**config.mk**
```make
export PLATFORM = sky130hd
export DESIGN_NAME = gpio_in_cond
export DESIGN_NICKNAME = d
export VERILOG_FILES = /design/src/rtl/gpio_in_cond_pkg.sv /design/src/rtl/gpio_db_bit.sv /design/src/rtl/gpio_in_cond.sv
export SDC_FILE = /design/constraint.sdc
export NUM_CORES = 1
export LEC_CHECK = 0
export ABC_CLOCK_PERIOD_IN_PS = 2800
export CORE_MARGIN = 2
export CORE_UTILIZATION = 59
export CTS_CLUSTER_SIZE = 20
export DETAILED_ROUTE_END_ITERATION = 10
export GPL_TIMING_DRIVEN = 0
export PLACE_DENSITY = 0.87
export SYNTH_ARGS = -nofsm -noshare
export SYNTH_HDL_FRONTEND = slang
export SYNTH_SLANG_ARGS = --single-unit
```
**constraint.sdc**
```tcl
create_clock -name HCLK -period 2.8 [get_ports HCLK]
set_input_delay 0.28 -clock HCLK [delete_from_list [all_inputs] [get_ports HCLK]]
set_output_delay 0.28 -clock HCLK [all_outputs]
set_load 0.005 [all_outputs]
```
**src/rtl/gpio_in_cond_pkg.sv**
```systemverilog
// Shared constants and helpers for the GPIO pad-side input conditioning block.
package gpio_in_cond_pkg;

  localparam int unsigned GPIO_WIDTH_DEF = 16;
  localparam int unsigned DEBOUNCE_W_DEF = 8;

  // IRQ_POL encodings
  localparam logic EDGE_RISE = 1'b0;
  localparam logic EDGE_FALL = 1'b1;

  // An update event carries the new stable value; it matches the selected polarity when it
  // equals the level the edge moves towards.
  function automatic logic edge_hit(input logic new_level, input logic pol);
    return (pol == EDGE_RISE) ? new_level : ~new_level;
  endfunction

endpackage

```
**src/rtl/gpio_db_bit.sv**
```systemverilog
// One GPIO input bit: two-flop synchroniser, debounce counter and stable-value update pulse.
module gpio_db_bit
  import gpio_in_cond_pkg::*;
#(
  parameter int unsigned DEBOUNCE_W = DEBOUNCE_W_DEF
) (
  input  logic                  HCLK,
  input  logic                  HRESETn,
  input  logic                  pad_i,
  input  logic [DEBOUNCE_W-1:0] db_limit_i,
  output logic                  sync_o,
  output logic                  stable_o,
  output logic                  update_o
);

  localparam logic [DEBOUNCE_W-1:0] CntOne = DEBOUNCE_W'(1);

  logic                  sync1_q;
  logic                  sync2_q;
  logic                  stable_q, stable_d;
  logic [DEBOUNCE_W-1:0] cnt_q, cnt_d;
  logic                  mismatch;
  logic                  update;

  assign mismatch = sync2_q ^ stable_q;
  // >= lets a limit lowered mid-count take effect at once; cnt never passes the limit.
  assign update   = mismatch && (cnt_q >= db_limit_i);

  always_comb begin
    stable_d = stable_q;
    cnt_d    = cnt_q;
    if (!mismatch) begin
      cnt_d = '0;
    end else if (update) begin
      stable_d = sync2_q;
      cnt_d    = '0;
    end else begin
      cnt_d = cnt_q + CntOne;
    end
  end

  always_ff @(posedge HCLK or negedge HRESETn) begin
    if (!HRESETn) begin
      sync1_q  <= 1'b0;
      sync2_q  <= 1'b0;
      stable_q <= 1'b0;
      cnt_q    <= '0;
    end else begin
      sync1_q  <= pad_i;
      sync2_q  <= sync1_q;
      stable_q <= stable_d;
      cnt_q    <= cnt_d;
    end
  end

  assign sync_o   = sync2_q;
  assign stable_o = stable_q;
  assign update_o = update;

endmodule

```
**src/rtl/gpio_in_cond.sv**
```systemverilog
// GPIO pad conditioning: output pass-through, synchronised/debounced inputs, edge interrupts.
// Optional GPIO_IRQ_BOTH_EDGE_EN adds IRQ_BOTH for per-bit both-edge interrupts.
module gpio_in_cond
  import gpio_in_cond_pkg::*;
#(
  parameter int unsigned GPIO_WIDTH = GPIO_WIDTH_DEF,
  parameter int unsigned DEBOUNCE_W = DEBOUNCE_W_DEF
) (
  input  logic                  HCLK,
  input  logic                  HRESETn,
  input  logic [GPIO_WIDTH-1:0] DIR,
  input  logic [GPIO_WIDTH-1:0] WDATA,
  output logic [GPIO_WIDTH-1:0] RDATA,
  input  logic [GPIO_WIDTH-1:0] PAD_IN,
  output logic [GPIO_WIDTH-1:0] PAD_OUT,
  output logic [GPIO_WIDTH-1:0] PAD_OE,
  input  logic [DEBOUNCE_W-1:0] DB_LIMIT,
  input  logic [GPIO_WIDTH-1:0] IRQ_EN,
  input  logic [GPIO_WIDTH-1:0] IRQ_POL,
`ifdef GPIO_IRQ_BOTH_EDGE_EN
  input  logic [GPIO_WIDTH-1:0] IRQ_BOTH,
`endif
  input  logic [GPIO_WIDTH-1:0] IRQ_CLR,
  output logic [GPIO_WIDTH-1:0] IRQ_PEND,
  output logic                  IRQ
);

  logic [GPIO_WIDTH-1:0] sync;
  logic [GPIO_WIDTH-1:0] stable;
  logic [GPIO_WIDTH-1:0] update;
  logic [GPIO_WIDTH-1:0] pol_hit;
  logic [GPIO_WIDTH-1:0] any_edge;
  logic [GPIO_WIDTH-1:0] irq_set;
  logic [GPIO_WIDTH-1:0] pend_q, pend_d;

  for (genvar i = 0; i < GPIO_WIDTH; i++) begin : g_bit
    gpio_db_bit #(
      .DEBOUNCE_W (DEBOUNCE_W)
    ) u_db (
      .HCLK       (HCLK),
      .HRESETn    (HRESETn),
      .pad_i      (PAD_IN[i]),
      .db_limit_i (DB_LIMIT),
      .sync_o     (sync[i]),
      .stable_o   (stable[i]),
      .update_o   (update[i])
    );
  end

  assign PAD_OUT = WDATA;
  assign PAD_OE  = DIR;
  assign RDATA   = (DIR & WDATA) | (~DIR & stable);

`ifdef GPIO_IRQ_BOTH_EDGE_EN
  assign any_edge = IRQ_BOTH;
`else
  assign any_edge = '0;
`endif

  always_comb begin
    pol_hit = '0;
    for (int unsigned i = 0; i < GPIO_WIDTH; i++) begin
      pol_hit[i] = edge_hit(sync[i], IRQ_POL[i]);
    end
  end

  // Output bits never raise events, but their debounce state keeps tracking the pad.
  assign irq_set = update & ~DIR & (pol_hit | any_edge);
  // Set wins over a clear in the same cycle.
  assign pend_d  = (pend_q & ~IRQ_CLR) | irq_set;

  always_ff @(posedge HCLK or negedge HRESETn) begin
    if (!HRESETn) begin
      pend_q <= '0;
    end else begin
      pend_q <= pend_d;
    end
  end

  assign IRQ_PEND = pend_q;
  assign IRQ      = |(pend_q & IRQ_EN);

endmodule
```
Word level (Yosys, flattened, before mapping)
Cells that the tools add are included.
{ "classes": {"addsub": 16, "magnitude_cmp": 16, "mux": 48, "bitwise": 42, "reduce_logical": 33} }
{ "ops": {"columns": ["operator", "n"], "rows": [
  ["8-bit two-way mux", 32],
  ["8-bit by 1-bit adder with 8-bit output, second input constant", 16],
  ["8-bit greater-or-equal comparator", 16],
  ["16-bit AND", 6],
  ["16-bit NOT", 2],
  ["16-bit bitwise OR", 2],
  ["2-bit AND reduction", 16],
  ["1-bit logical AND", 16],
  ["1-bit two-way mux", 16],
  ["1-bit NOT", 16],
  ["16-bit OR reduction", 1],
  ["1-bit XOR", 16]
]} }
{ "word_totals": {"ff_bits": 192, "input_bits": 106, "wordCells": 220} }

Depth between registers and ports, before layout
{ "depth": {"ltp_word": 5, "ltp_mapped": 6} }

Modules after synthesis
A second synthesis with hierarchy kept.
{ "unflattened": {"cells_unflattened": 1177, "hier_area_um2": 11632.4} }
{ "by_module_without_submodules": {"columns": ["module", "n_inst", "cells_per_inst", "area_per_inst_um2", "seq_area_each_um2"], "rows": [
  ["gpio_db_bit", 16, 65, 644.4, 275.3],
  ["gpio_in_cond", 1, 137, 1322.5, 400.4]
]} }

Worst setup path after synthesis
Ideal clock, no wire load.
{ "synth_timing": {"path_type": "in2reg", "startpoint": "input DB_LIMIT[1]", "endpoint": "register g_bit[0].u_db.stable_q", "setup_ns": 0.125, "arrival_ns": 1.759, "required_ns": 2.675, "path_slack_ns": 0.916, "cell_stages": 5, "n_path_buf": 0, "path_cell_list": "inv_1 -> ha_1 -> a2111o_1 -> a21oi_1 -> mux2_2"} }
{ "synth_via": {"elab_chain_len": 3} }
{ "synth_lines": {"columns": ["item", "line_no", "source"], "rows": [
  ["start: declaration", "gpio_in_cond.sv:17", "input logic [DEBOUNCE_W-1:0] DB_LIMIT,"],
  ["8-bit greater-or-equal comparator", "gpio_db_bit.sv:27", "assign update = mismatch && (cnt_q >= db_limit_i);"],
  ["1-bit logical AND", "gpio_db_bit.sv:27", null],
  ["2-bit AND reduction (no source line)", null, null],
  ["end signal: assignment", "gpio_db_bit.sv:51", "stable_q <= stable_d;"],
  ["end: declaration", "gpio_db_bit.sv:20", "logic stable_q, stable_d;"]
]} }
Every way passes these cells.
A chain may end at the register's enable or synchronous reset.

Worst setup path in the final report
{ "layout_timing": {"startpoint": "register pend_q[0], in the netlist IRQ_PEND[0]", "endpoint": "output IRQ"} }
{ "layout_via": {"elab_chain_len": 2} }
{ "layout_lines": {"columns": ["item", "line_no", "source"], "rows": [
  ["start: declaration", "gpio_in_cond.sv:34", "logic [GPIO_WIDTH-1:0] pend_q, pend_d;"],
  ["start signal: assignment", "gpio_in_cond.sv:76", "pend_q <= pend_d;"],
  ["16-bit AND", "gpio_in_cond.sv:81", "assign IRQ = |(pend_q & IRQ_EN);"],
  ["16-bit OR reduction", "gpio_in_cond.sv:81", null],
  ["end: declaration", "gpio_in_cond.sv:25", "output logic IRQ"]
]} }
Every way passes these cells.

==> results list <==
- Outcome: finished clean
- Post-CTS setup repair buffer count: 0
- Counting cells, the worst reg-to-reg path comes to 6.
- The share of the Yosys chip area taken by registers is 0.428.
- Wire length of the first global-routing pass: 44100 µm
- Walking the worst path, the cells encountered are a22o_1, a221oi_1, nand4_1, clkdlybuf4s50_1.
* P per Cell Area: 642 nW/µm²
- I/O Buffers: 170
- Before antenna repair, the detailed router went through 5 iterations.
* Primary FF master, synth: sky130_fd_sc_hd__dfrtp_1
* Top cell family by delay on the critical path: compound AO/OA/AOI/OAI gates
* Most frequent cell after synthesis: sky130_fd_sc_hd__dfrtp_1
- The critical path starts at IRQ_PEND[0].
* Largest vdd supply drop: 0.508 mV
- Setup slack on the critical path of the routed design comes to 0.194 ns.
- The worst setup path is launched from a flop.
- The clock net in this run drives a total of 192 sinks.
* Antenna Diode Count: 0
* CP max-delay cell: sky130_fd_sc_hd__a221oi_1
* Distinct cells, synth: 20
- Largest area contributor in the synthesized netlist: sky130_fd_sc_hd__dfrtp_1
* Wirelength, routed: 26900 µm
- Most used standard cells in the synthesized netlist: sky130_fd_sc_hd__dfrtp_1 (192), sky130_fd_sc_hd__nor2_1 (160), sky130_fd_sc_hd__ha_1 (144)
- Floorplan die width: 142 µm
* Slew at the pin closest to its max-slew limit: 1.23 ns
- The die is 142 µm tall.
- Capturing element type of the critical path: primary output
* Clock root buffer: sky130_fd_sc_hd__clkbuf_16
* CTS tree: yes
- Post-Syn Area: 11200 µm²
* Placer Congestion: 0.832
- DIE AREA: 20100 µm²
- Synthesized area divided by synthesized cell count: 10.3 µm²
- Clock tree synthesis inserted a total of 17 buffers.
- Adding up every negative setup slack in the final design gives 0 ns.
- Final critical-path required period: 2.61 ns
- Latest clock arrival within the worst-skew pair: 0.45 ns
- The detailed router placed 8886 vias in this run.
- Dividing the final minimum period by the clock period gives 0.931.
* Top cells by area in the synthesized netlist: sky130_fd_sc_hd__dfrtp_1 (43%), sky130_fd_sc_hd__ha_1 (16%), sky130_fd_sc_hd__xor2_1 (6.2%), sky130_fd_sc_hd__nor2_1 (5.4%), sky130_fd_sc_hd__a21oi_1 (3.6%)
- For the final database, setup skew stands at 0.00775 ns.
- Final Hold Viols: 0
* Fraction of synthesis flops using an asynchronous set or reset pin: 1.00
- Syn-to-layout area delta: 24.0%
- After detailed routing, the average wire length per cell comes to 17.6 µm.
- Together, buffers and inverters on the worst path number 1.
* Final worst hold slack: 0.264 ns
- The floorplan has 50 rows.
- Final Max Tran Viols: 0
* Max Cap Violations: 0
* Min-delay worst type: input pin to flop
- Area fraction of the dominant cell type after synthesis: 0.428
- Placeable core area: 18700 µm²
- The longest clock path from root to sink contains 2 buffers.
* Number of enable-type register cells in the synthesized netlist: 0
* Count of unresolved DRC violations after routing: 0
* Final standard cell utilization of the core: 0.744
* Effective utilization at floorplan: 0.599
- GR Util All Layers: 0.277
- In the final layout, the share of cells above drive strength 1 is 0.0998.
* Pre-CTS WS: -0.470 ns
* Average vias per placed instance: 5.82
- The number of nets handed over by synthesis was 1338.
- The H-tree was split into 4 levels.
* Instance count on the critical path: 4
- Final setup violation count: 0
* Total overflow reported by the global router: 0
- Initial antenna violation count: 0
* Clock slew at the register clock pins of the worst setup and hold paths: 0.07 ns
- Data arrives at the worst endpoint at 2.33 ns.
- The synthesized design contains 192 register bits.
- Entering global routing, the biggest net connects 113 pins.
* Final Net Count: 1529
- Setup repair after global routing missed its margin: false
* Number of instances in the synthesized netlist: 1088
* Vias in the first global route: 9271
- In this run the worst path has a maximum fanout of 3.
* DP HPWL: 18000 µm
- The largest single stage delay on the critical path is 0.58 ns.
- The startpoint identified for the worst register-to-register timing path is g_bit[14].u_db.cnt_q[0].
* Synthesis Warnings: 0
- Filler cell count in the final layout: 1274
- Capture instance of the worst register-to-register path: g_bit[14].u_db.stable_o
* Peak clock frequency supported by timing: 384 MHz
- 171 I/O pins were placed.
- PnR Total Power: 8.93 mW
- Required arrival time at the worst endpoint: 2.52 ns
- Minimum setup slack among reg-to-reg paths: 0.68 ns
- After the first detailed-routing iteration, the DRC count stood at 470.
- Relative slew margins: 0.180
* Post-DRT Antenna Nets: 0
- Crit Path Class: flop to primary output
- Worst setup path endpoint: IRQ
- Leakage: 6.67 nW
==> cell type report <==
type	instances	area, µm²	area share
timing repair buffer	172	1740	0.125
clock buffer	20	457	0.0328
buffer	32	240	0.0173
inverter	71	267	0.0192
sequential	192	4800	0.345
clock inverter	12	203	0.0146
tap	234	293	0.0211
multi-input combinational	793	5900	0.424
==> what timing repair did <==
action | 4_1_cts | 5_1_grt
setup endpoints to repair | 1 | 0
hold buffers | 1 | 0
endpoints found under the hold margin | 80 | 0
resized for setup | 1 | 0
==> placed cells by master (no fill, tap or decap), types with 2 or more instances in the layout <==
cell type	n
sky130_fd_sc_hd__dfrtp_1	192
sky130_fd_sc_hd__clkdlybuf4s50_1	168
sky130_fd_sc_hd__nor2_1	160
sky130_fd_sc_hd__ha_1	144
sky130_fd_sc_hd__a21oi_1	80
sky130_fd_sc_hd__nand3_1	80
sky130_fd_sc_hd__xor2_1	80
sky130_fd_sc_hd__inv_1	71
sky130_fd_sc_hd__o21ai_0	32
sky130_fd_sc_hd__nand2_1	32
sky130_fd_sc_hd__xnor2_1	32
sky130_fd_sc_hd__and3_1	32
sky130_fd_sc_hd__mux2_2	32
sky130_fd_sc_hd__buf_4	32
sky130_fd_sc_hd__nand4_1	17
sky130_fd_sc_hd__clkbuf_16	17
sky130_fd_sc_hd__nand2b_4	16
sky130_fd_sc_hd__a2111o_1	16
sky130_fd_sc_hd__a211o_2	16
sky130_fd_sc_hd__o32ai_1	16
sky130_fd_sc_hd__bufinv_16	5
sky130_fd_sc_hd__a22o_1	4
sky130_fd_sc_hd__a221oi_1	4
sky130_fd_sc_hd__inv_6	3
sky130_fd_sc_hd__clkbuf_8	2
sky130_fd_sc_hd__clkinv_2	2
==> routing by layer <==
metal  vias to the layer above  GRT usage  routed length, µm
met3                        66     0.0486               1100
met2                       233      0.492              13800
met5                         -          0                  0
li1                       4182          -                  -
met1                      4405      0.336              11300
met4                         0      0.111                791
==> flip-flops by register name (all words and copies together), names as in the netlist <==
register,count
g_bit.u_db.cnt_q,128
g_bit.u_db.sync1_q,16
IRQ_PEND,16
g_bit.u_db.stable_o,16
g_bit.u_db.sync_o,16
==> logic make-up after synthesis <==
kind of cell / count (synthesis) / share of synthesized area
adder cells (fa/ha/maj): 144 / 0.161
multiplexers: 32 / 0.0321
flip-flops: 192 / 0.428
AND/OR/NAND/NOR: 337 / 0.147
buffers and inverters: 103 / 0.0452
XOR/XNOR: 112 / 0.0875
AO/OA/AOI/OAI: 168 / 0.0991
==> metrics by stage <==
stage / cells / instance area [µm²]
6_report: 1526 / 13900
5_1_grt: 1526 / 13900
4_1_cts: 1526 / 13900
3_5_place_dp: 1493 / 13200
3_3_place_gp: 1492 / 13200
2_1_floorplan: 1088 / 11200
==> report_power, final <==
part	switching, mW	leakage [nW]	internal, mW
clock	1.10	0.321	1.64
combinational	1.18	3.79	1.31
sequential	0.558	2.56	3.15
total	2.83	6.67	6.10
==> how the worst min path moves through the flow <==
stage                                     start               endpoint  slack (ns)  cells past startpoint
after floorplan                         HRESETn            IRQ_PEND[0]       -0.02                      0
after global placement    g_bit[0].u_db.sync1_q   g_bit[0].u_db.sync_o        0.33                      0
after detailed placement                HRESETn            IRQ_PEND[3]        0.31                      1
after CTS                             PAD_IN[0]  g_bit[0].u_db.sync1_q        0.26                      1
after global routing                  PAD_IN[6]  g_bit[6].u_db.sync1_q        0.25                      1
final                                 PAD_IN[6]  g_bit[6].u_db.sync1_q        0.26                      1
(Power assumes the default switching activity.)
